--- config.mk ---
export PLATFORM = sky130hd
export DESIGN_NAME = rs_complex
export DESIGN_NICKNAME = d
export VERILOG_FILES = /design/src/rtl/rs_complex.sv
export SDC_FILE = /design/constraint.sdc
export NUM_CORES = 1
export LEC_CHECK = 0
export ABC_AREA = 0
export CAP_MARGIN = 10
export CORE_UTILIZATION = 25
export DETAILED_ROUTE_END_ITERATION = 8
export PLACE_DENSITY_LB_ADDON = 0.12
export SLEW_MARGIN = 20
export SYNTH_ARGS = -nofsm -noshare
export SYNTH_HDL_FRONTEND = slang
export SYNTH_SLANG_ARGS = --single-unit
export TNS_END_PERCENT = 1
--- constraint.sdc ---
create_clock -name clk -period 2.7 [get_ports clk]
set_input_delay 0.54 -clock clk [delete_from_list [all_inputs] [get_ports clk]]
set_output_delay 0.54 -clock clk [all_outputs]
set_load 0.01 [all_outputs]
--- src/rtl/rs_complex.sv ---
// rs_complex: two-entry reservation station feeding the complex execute pipe.
// Holds up to two dispatched instructions, snoops both writeback buses to
// capture missing source operands, and frees an entry when execute issues it.
module rs_complex (
  input  logic         clk,
  input  logic         rst,
  input  logic         flush,
  input  logic         disp_valid,
  input  logic [113:0] disp_inst,
  input  logic [3:0]   disp_rob_num,
  output logic         disp_ready,
  input  logic         wb0_valid,
  input  logic [3:0]   wb0_rob_num,
  input  logic [31:0]  wb0_data,
  input  logic         wb1_valid,
  input  logic [3:0]   wb1_rob_num,
  input  logic [31:0]  wb1_data,
  output logic [113:0] rs_complex_0,
  output logic [113:0] rs_complex_1,
  output logic [3:0]   rs_complex_0_entry_num,
  output logic [3:0]   rs_complex_1_entry_num,
  output logic         selector,
  input  logic         complex_0_issue,
  input  logic         complex_1_issue,
  output logic [1:0]   occupancy
);

  logic [1:0]   valid_q, valid_d;
  logic [113:0] payload_q [2];
  logic [113:0] payload_d [2];
  logic [3:0]   tag_q [2];
  logic [3:0]   tag_d [2];
  logic         selector_q, selector_d;

  logic         accept;
  logic         target;
  logic [1:0]   issue;
  logic [113:0] disp_woken;

  // Apply both writeback buses to one payload; a not-ready operand keeps its
  // producer tag in the low nibble of its field, and wb0 wins a double match.
  function automatic logic [113:0] wake(
    input logic [113:0] p,
    input logic         w0v,
    input logic [3:0]   w0t,
    input logic [31:0]  w0d,
    input logic         w1v,
    input logic [3:0]   w1t,
    input logic [31:0]  w1d
  );
    logic [113:0] r;
    r = p;
    if (!p[5]) begin
      if (w0v && (w0t == p[9:6])) begin
        r[37:6] = w0d;
        r[5]    = 1'b1;
      end else if (w1v && (w1t == p[9:6])) begin
        r[37:6] = w1d;
        r[5]    = 1'b1;
      end
    end
    if (!p[38]) begin
      if (w0v && (w0t == p[42:39])) begin
        r[70:39] = w0d;
        r[38]    = 1'b1;
      end else if (w1v && (w1t == p[42:39])) begin
        r[70:39] = w1d;
        r[38]    = 1'b1;
      end
    end
    return r;
  endfunction

  // Hide the ready bits of an empty entry so execute never picks it.
  function automatic logic [113:0] mask_ready(input logic [113:0] p, input logic v);
    logic [113:0] r;
    r     = p;
    r[5]  = p[5] & v;
    r[38] = p[38] & v;
    return r;
  endfunction

  assign issue      = {complex_1_issue, complex_0_issue};
  assign disp_ready = ~(valid_q[0] & valid_q[1]);
  assign accept     = disp_valid & disp_ready;
  // Lowest free entry: entry 1 only when entry 0 is occupied.
  assign target     = valid_q[0];
  assign disp_woken = wake(disp_inst, wb0_valid, wb0_rob_num, wb0_data,
                           wb1_valid, wb1_rob_num, wb1_data);

  // Next-state: flush beats everything, issue beats wakeup, then dispatch fills a free slot.
  always_comb begin
    valid_d    = valid_q;
    selector_d = selector_q;
    for (int k = 0; k < 2; k++) begin
      payload_d[k] = payload_q[k];
      tag_d[k]     = tag_q[k];
    end
    if (flush) begin
      valid_d = 2'b00;
    end else begin
      for (int k = 0; k < 2; k++) begin
        if (valid_q[k]) begin
          if (issue[k]) begin
            valid_d[k] = 1'b0;
          end else begin
            payload_d[k] = wake(payload_q[k], wb0_valid, wb0_rob_num, wb0_data,
                                wb1_valid, wb1_rob_num, wb1_data);
          end
        end
      end
      if (accept) begin
        valid_d[target]   = 1'b1;
        payload_d[target] = disp_woken;
        tag_d[target]     = disp_rob_num;
        selector_d        = target;
      end
    end
  end

  // State registers with synchronous reset.
  always_ff @(posedge clk) begin
    if (rst) begin
      valid_q      <= 2'b00;
      selector_q   <= 1'b0;
      payload_q[0] <= '0;
      payload_q[1] <= '0;
      tag_q[0]     <= '0;
      tag_q[1]     <= '0;
    end else begin
      valid_q      <= valid_d;
      selector_q   <= selector_d;
      payload_q[0] <= payload_d[0];
      payload_q[1] <= payload_d[1];
      tag_q[0]     <= tag_d[0];
      tag_q[1]     <= tag_d[1];
    end
  end

  assign rs_complex_0           = mask_ready(payload_q[0], valid_q[0]);
  assign rs_complex_1           = mask_ready(payload_q[1], valid_q[1]);
  assign rs_complex_0_entry_num = tag_q[0];
  assign rs_complex_1_entry_num = tag_q[1];
  assign selector               = selector_q;
  assign occupancy              = {1'b0, valid_q[0]} + {1'b0, valid_q[1]};

endmodule

Word-level counts from Yosys, hierarchy flattened
Memory sizes are Yosys's and may differ from the RTL's.
Cells that the tools add are included.
{"block": "totals", "regBits": 3, "mem_bits_rw": 236, "out_inout_bits": 240, "n_memories": 2}
{"block": "classes", "add_sub_neg": 1, "n_lt_le_gt_ge": 4, "eq_ne": 12, "muxes": 50, "bitwise_logic": 14, "n_reduce_logical": 16}
{"name": "payload_q", "depth": 2, "width": 114, "read_ports": 2, "rd_clocked_by_memory_dff": 0, "write_ports": 2, "line": "29", "text": "logic [113:0] payload_q [2];"}
{"name": "tag_q", "depth": 2, "width": 4, "read_ports": 2, "rd_clocked_by_memory_dff": 0, "write_ports": 2, "line": "31", "text": "logic [3:0] tag_q [2];"}
{"op": "$mux W33", "count": 18}
{"op": "$mux W114", "count": 5}
{"op": "$mux W228", "count": 2}
{"op": "$mux W71", "count": 4}
{"op": "$bwmux W228", "count": 1}
{"op": "$demux W114 S1", "count": 1}
{"op": "$eq A4 B4 Y1", "count": 12}
{"op": "$mux W8", "count": 2}
{"op": "$logic_and A1 B1 Y1", "count": 14}
{"op": "$mux W4", "count": 3}
{"op": "$mux W1", "count": 10}
{"op": "$bwmux W8", "count": 1}
{"op": "$and A1 B1 Y1", "count": 6}
{"op": "$demux W4 S1", "count": 1}
{"op": "$or A1 B1 Y1", "count": 4}
{"op": "$add A1 B1 Y2", "count": 1}
{"op": "$ge A2 B2 Y1 const B", "count": 1}
{"op": "$lt A1 B2 Y1 const B", "count": 1}
{"op": "$lt A2 B1 Y1 const B", "count": 1}
{"op": "$mux W2", "count": 1}
{"op": "$not A1 Y1", "count": 2}
{"op": "$not A1 Y2", "count": 1}
{"op": "$or A2 B2 Y2", "count": 1}
{"op": "$reduce_and A2 Y1", "count": 1}
{"op": "other kinds (3)", "count": 3}

Logic depth before layout (Yosys ltp)
Gate-level depths: netlist of run 1.
{"block": "depth", "word_depth": 12, "mapped_depth": 10, "depth_no_buf": 7}

Worst setup path after synthesis of run 1
Ideal clock, no wire load.
{"block": "synth_path", "kind": "input to register", "startpoint": "in wb1_rob_num[1]", "endpoint": "mem payload_q[0][67]", "setup_time_ns": 0.122, "t_arrival_ns": 2.393, "required_ns": 2.578, "setup_slack_ns": 0.186, "stages": 8, "n_path_buf": 2, "path_cell_list": "buf_6 -> nor2b_4 -> a221o_1 -> or3_1 -> buf_6 -> or4_1 -> o211a_1 -> a221o_1"}
{"item": "start: declaration", "line": "16", "text": "input logic [3:0] wb1_rob_num,"}
{"item": "end: declaration", "line": "29"}

==> flow_summary.yaml, run 1 <==
routing:
  vias: 14600
  drtPass1Iterations: 7
  wl_met3_um: 5150
  wl_met2_um: 30900
  wl_per_cell_um: 23.3
  drt-met1-wl_um: 29700
  route.top_layer_used: "met5"
  drt_wl_total_um: 67800
  ant_nets: 0
  viasPerCell: 5.03
  drtIter0Drc: 938
  drc: 0
timing:
  fmax_ghz: 0.403
  tightest_slew_ns: 0.853
  setup_violations: 0
  slew_viol_final: 0
  relSlewSlack_pct: 43.1
  hold_viol: 0
  period_minus_slack_ns: 2.48
  rsz0062_at_grt: "false"
  fin_crit_sh_pct: 91.8
  fin_skew_ns: 0.00751
floorplanning:
  core_region_area_um2: 57600
  die-height_um: 243
  dieWidth_um: 243
  design.portCount: 438
  dieArea_um2: 59200
  row_count: 88
  initial_core_util_pct: 25.3
hold_path:
  min_from: "rst"
  hold_end: "selector"
  min_path_type: "input port to flip-flop"
  holdPathStages: 2
power:
  clock_power_share_pct: 45.4
  power.density_nw_per_um2: 489
  finalPower_mw: 9.99
  seqPwrFrac_pct: 37.3
  p_leak_nw: 7.18
  p_sw_mw: 2.79
  p_sw_share_pct: 27.9
  vdd_drop_max_v: 0.000335
  p_int_mw: 7.20
  p_comb_share_pct: 17.3
worst_setup_path:
  end_kind: "flip-flop"
  reg2reg_to: "payload_q[0][50]"
  critPathRequiredTime_ns: 3.14
  startpoint_type: "input port"
  reg2reg_slack_ns: 0.39
  arrival_ns: 2.92
  criticalPathCategory: "input port to flip-flop"
  worstPathMaxFanout: 10
  ff2ff_path_depth: 9
  r2r_start: "valid_q[0]"
grt:
  overflow: 0
  first_global_vias: 14400
  antenna_found_initial: 5
  grt_usage_pct: 22.2
  grt_pass1_wl_um: 98400
  grt_max_degree: 67
logic_synthesis:
  syn-num-nets: 2036
  syn-cell-area_um2: 14600
  ys.flop_type: "dfxtp_1"
  ys_types: 69
  async_reset_ff_share_pct: 0
  syn_inst: 1837
  ys_seq_elements: 239
  yosysSeqAreaShare_pct: 32.9
  avgSynthCellArea_um2: 7.93
  yosys_warnings: 0
  synth_edf_count: 0
layout:
  drive_above_1_share_pct: 14.9
  utilization_pct: 35.5
  fin_nets: 2309
  stdcell_count: 2904
  fin_area_um2: 20400
  syn_to_final_growth_pct: 40.4
clocking:
  cts_hold_buf: 0
  cts_resized: 0
  numCtsBuffers: 34
  cts-root-buf: "clkbuf_16"
  clk_path_buf_depth: 3
  cts_tree: "yes"
  cts_setup_buffers: 0
  htree_levels: 2
  clock_latency_ns: 0.55
  numClockSinks: 239
  path_clk_slew_ns: 0.06
run:
  drv_cap: 0
run_status:
  status: "finished clean"
placement:
  hpwl_um: 49700
  placedCellCount: 2839
  portBuffers: 437
  placed_area_um2: 19300
  globalplace.congestion: 0.881
[kinds of logic after synthesis]
logic type,share of synthesized area [%]
and+or+nand+nor,17.9
AOI/OAI and AO/OA,22.4
buffers and inverters,17.5
DFF,32.9
muxes,6.67
xor gates and xnor gates,2.53
adders and majority gates,0.0859
[state kept, by name (all words and copies together), names as in the netlist]
register,flops
selector,1
tag_q,8
payload_q,228
valid_q,2
[worst max-delay path, cell delays in order]
cell             delay, ns
clkdlybuf4s50_1       0.56
inv_2                 0.05
a221o_1               0.32
or3_1                 0.32
buf_4                 0.20
or4_1                 0.44
o211a_1               0.16
a221o_1               0.32
[through the flow]
stage / hold WS (ns) / setup TNS (ns) / worst slack, ns
4_1_cts: 0.278 / 0 / 0.204
3_3_place_gp: 0.441 / -26.83 / -0.315
3_5_place_dp: 0.446 / -26.17 / -0.330
6_report: 0.302 / 0 / 0.221
5_1_grt: 0.296 / 0 / 0.140
2_1_floorplan: 0.437 / 0 / 0.186
[placed cells by master (no fill, tap or decap), types with 9 or more instances in the layout]
cell	n
a21oi_1	158
a221o_1	15
a221oi_1	12
a2bb2oi_1	33
a31oi_1	16
a32o_1	32
and3_1	41
buf_12	33
buf_4	128
clkbuf_16	34
clkbuf_8	10
clkdlybuf4s50_1	435
clkinv_2	9
dfxtp_1	239
inv_1	69
mux2_2	56
mux2i_1	34
nand2_1	315
nand3_1	22
nor2_1	64
nor3_1	27
o211a_1	9
o21ai_0	45
o221ai_1	70
or2_2	16
or3_1	25
xnor2_1	32
xor2_1	10
[per-layer routing]
layer | GRT usage (%) | vias up
met5 | 0 | -
met4 | 6.86 | 8
met3 | 5.22 | 94
met2 | 35.8 | 583
met1 | 29.1 | 7063
li1 | - | 6850
[synth_stat cells, drive strengths merged, types with 9 or more instances]
master	count	area, um2
a21oi	160	812
inv	71	267
buf	254	1860
o221ai	70	613
a31oi	16	100
a221oi	12	105
a32o	32	320
nor3	31	155
clkbuf	107	423
and3	41	257
nand3	23	115
o21ai	47	235
nor2	67	251
mux2	56	631
or3	27	170
mux2i	34	340
or2	17	106
xnor2	32	280
a2bb2oi	33	289
xor2	10	87.6
dfxtp	239	4780
o211a	9	90.1
a221o	15	150
nand2	317	1190
[final cells by class]
class                   instances  area, um2
fillers                      5958      37100
well taps                     765        957
inverters                      72        270
diodes                          3       7.51
clock inverters                14        116
flip-flops and latches        239       4780
multi-input cells            1165       7310
repair buffers                598       5990
clock buffers                  48       1000
[worst max-delay path by stage]
stage                         startpoint                 to  depth (start not counted)
after floorplan           wb1_rob_num[1]   payload_q[0][67]                          8
after global placement    wb0_rob_num[1]  payload_q[0][183]                          9
after CTS                     valid_q[0]       occupancy[1]                          2
final                     wb1_rob_num[0]   payload_q[0][60]                          8
after detailed placement  wb1_rob_num[0]   payload_q[0][60]                          8
after global routing      wb1_rob_num[0]   payload_q[0][63]                          8
[power groups by stage]
| stage | clock network [mW] | logic (mW) | registers (mW) |
|---|---|---|---|
| finish | 4.54 | 1.73 | 3.73 |
| global placement | 0 | 1.72 | 3.80 |
| detailed placement | 0 | 1.72 | 3.80 |
| global route | 4.82 | 1.84 | 3.74 |
| floorplan | 0 | 0.824 | 3.77 |
| CTS | 4.68 | 1.73 | 3.73 |
Note: power is estimated with default switching activity, not from simulation.
==> inputs of run 2 (changes only) <==
--- a/config.mk
+++ b/config.mk
@@ -5,10 +5,11 @@
 export SDC_FILE = /design/constraint.sdc
 export NUM_CORES = 1
 export LEC_CHECK = 0
-export ABC_AREA = 0
+export ABC_AREA = 1
 export CAP_MARGIN = 10
 export CORE_UTILIZATION = 25
 export DETAILED_ROUTE_END_ITERATION = 8
+export GPL_ROUTABILITY_DRIVEN = 1
 export PLACE_DENSITY_LB_ADDON = 0.12
 export SLEW_MARGIN = 20
 export SYNTH_ARGS = -nofsm -noshare
==> flow_summary.yaml, run 2 <==
logic_synthesis:
  synth_top_cell_by_area: "dfxtp_1"
  syn-num-nets: 3336
  synth_area_leaders: "dfxtp_1 (27%), nand2_1 (21%), nor2_1 (10%), buf_4 (9.6%), inv_1 (5.9%)"
  synth_top_family_by_area: "simple AND/OR/NAND/NOR gates"
  ys_seq_elements: 239
  yosys.area.top_type_share_pct: 26.6
  synth.most_common_cell: "nand2_1"
  yosysSeqAreaShare_pct: 26.6
  avgSynthCellArea_um2: 5.73
  synth-simple-area-share_pct: 44.5
  ys.flop_type: "dfxtp_1"
  netlist_top_cells_count: "nand2_1 (990), nor2_1 (490), inv_1 (283)"
  syn-cell-area_um2: 18000
  synthMuxAreaShare_pct: 0
  ys_types: 36
  synth_fa_ha_area_share_pct: 0.0697
  async_reset_ff_share_pct: 0
  syn_inst: 3137
  synth_edf_count: 0
  synth-compound-area-share_pct: 8.02
  synth_xor_area_share_pct: 0.341
  yosys_warnings: 0
routing:
  ant_nets: 0
  drt_wl_total_um: 87900
  drc: 0
  viasPerCell: 4.63
  drtIter0Drc: 1369
  vias: 20000
  drtPass1Iterations: 6
  wl_per_cell_um: 20.3
worst_setup_path:
  startpoint_type: "flip-flop"
  reg2reg_to: "payload_q[0][147]"
  end_kind: "output port"
  ff2ff_path_depth: 10
  arrival_ns: 1.98
  criticalPathCategory: "flip-flop to output port"
  reg2reg_slack_ns: 0.45
  worstPathMaxFanout: 6
  r2r_start: "valid_q[0]"
  crit_start: "valid_q[0]"
  critPathRequiredTime_ns: 2.16
clocking:
  cts_hold_buf: 0
  cts_tree: "yes"
  clk_path_buf_depth: 3
  cts-root-buf: "clkbuf_16"
  htree_levels: 2
  numClockSinks: 239
  cts_resized: 0
  path_clk_slew_ns: 0.06
  clock_latency_ns: 0.57
  cts_setup_buffers: 0
  numCtsBuffers: 35
timing:
  tightest_slew_ns: 0.774
  period_minus_slack_ns: 2.52
  fmax_ghz: 0.397
  slew_viol_final: 0
  fin_crit_sh_pct: 93.3
  relSlewSlack_pct: 48.4
  rsz0062_at_grt: "false"
  hold_viol: 0
  hold_ws_ns: 0.467
  setup_tns_ns: 0
  fin_skew_ns: 0.0196
  setup_violations: 0
  setup_ws_ns: 0.181
layout:
  ff_latch_area_um2: 4780
  largest_reg_flops: 228
  fin_nets: 3561
  stdcell_count: 4331
  nFillCells: 7822
  largestRegisters: "payload_q: 228 flops, tag_q: 8 flops, valid_q: 2 flops"
  drive_above_1_share_pct: 8.47
  mostFrequentLayoutCell: "nand2_1"
  syn_to_final_growth_pct: 32.9
  largest-register: "payload_q"
  multi_input_area_um2: 9570
  layout_common_cells: "nand2_1 (990), nor2_1 (482), clkdlybuf4s50_1 (437)"
placement:
  globalplace.congestion: 0.920
  portBuffers: 437
  hpwl_um: 67300
  placedCellCount: 4265
  dp_slack_ns: -0.0641
power:
  p_leak_nw: 11.5
  vdd_drop_max_v: 0.000353
  power.density_nw_per_um2: 465
hold_path:
  hold_end: "payload_q[0][53]"
  holdPathStages: 2
  min_from: "payload_q[0][53]"
  min_path_type: "flip-flop to flip-flop"
floorplanning:
  core_region_area_um2: 70500
  design.portCount: 438
  row_count: 97
  die-height_um: 270
  initial_core_util_pct: 25.5
  dieArea_um2: 72900
  dieWidth_um: 270
grt:
  overflow: 0
  first_global_vias: 18900
  grt_max_degree: 107
  antenna_found_initial: 7
  grt_pass1_wl_um: 129000
  grt_usage_pct: 23.4
run:
  drv_cap: 0
run_status:
  status: "finished clean"
[run 2: cell count changes after synthesis, moves of 34 or more]
cell | before | now
and3_1 | 41 | 0
nand4_1 | 0 | 149
nand3_1 | 23 | 193
mux2i_1 | 34 | 0
inv_1 | 69 | 283
a21oi_1 | 159 | 39
nand2_1 | 316 | 990
o221ai_1 | 70 | 0
nor2_1 | 67 | 490
o21ai_0 | 46 | 180
mux2_2 | 56 | 0
[run 2: cells by family after synthesis]
logic type / after synthesis
simple gates: 1904
compound gates: 268
flops: 239
buf+inv: 718
fa+ha+maj: 1
xor+xnor: 7
[run 2: worst max-delay path by stage]
stage / endpoint / slack (ns) / cells past startpoint
6_report: disp_ready / 0.18 / 3
5_1_grt: occupancy[1] / 0.04 / 2
4_1_cts: occupancy[1] / 0.09 / 2
3_5_place_dp: payload_q[0][50] / -0.06 / 14
3_3_place_gp: payload_q[0][54] / -0.11 / 14
2_1_floorplan: payload_q[0][61] / 0.71 / 12
[run 2: area by class of cell]
cell class / count / share of cell area, %
Antenna cell: 3 / 0.0314
Clock inverter: 15 / 0.812
Clock buffer: 48 / 4.12
Timing Repair Buffer: 601 / 25.2
Tap cell: 940 / 4.93
Multi-Input combinational cell: 2180 / 40.1
Inverter: 305 / 4.80
Sequential cell: 239 / 20.0
[run 2: critical path, cell delays in order (launching register included)]
cell             delay [ns]
dfxtp_1                0.41
ha_1                   0.28
inv_1                  0.13
clkdlybuf4s50_1        0.59
[run 2: routing by layer]
metal / vias up / share of wire (%) / global-route usage (%) / wire length (um)
li1: 10100 / - / - / -
met1: 9123 / 46 / 32.0 / 40500
met2: 705 / 44 / 36.9 / 39000
met3: 88 / 7.5 / 5.30 / 6600
met4: 8 / 2.0 / 5.83 / 1720
met5: - / 0.057 / 0 / 50
[run 2: where the power goes]
part	internal (mW)	switching [mW]
clock network	2.88	1.99
logic	1.01	1.40
registers	3.69	0.133
[run 2: metrics by stage]
stage               instance area [um2]  util, %  total power, mW
floorplan                         18000        -             5.13
global placement                  22700     32.2             6.32
detailed placement                22700     32.2             6.30
CTS                               23900     33.8             11.3
global route                      23900     33.9             11.6
finish                            23900     33.9             11.1
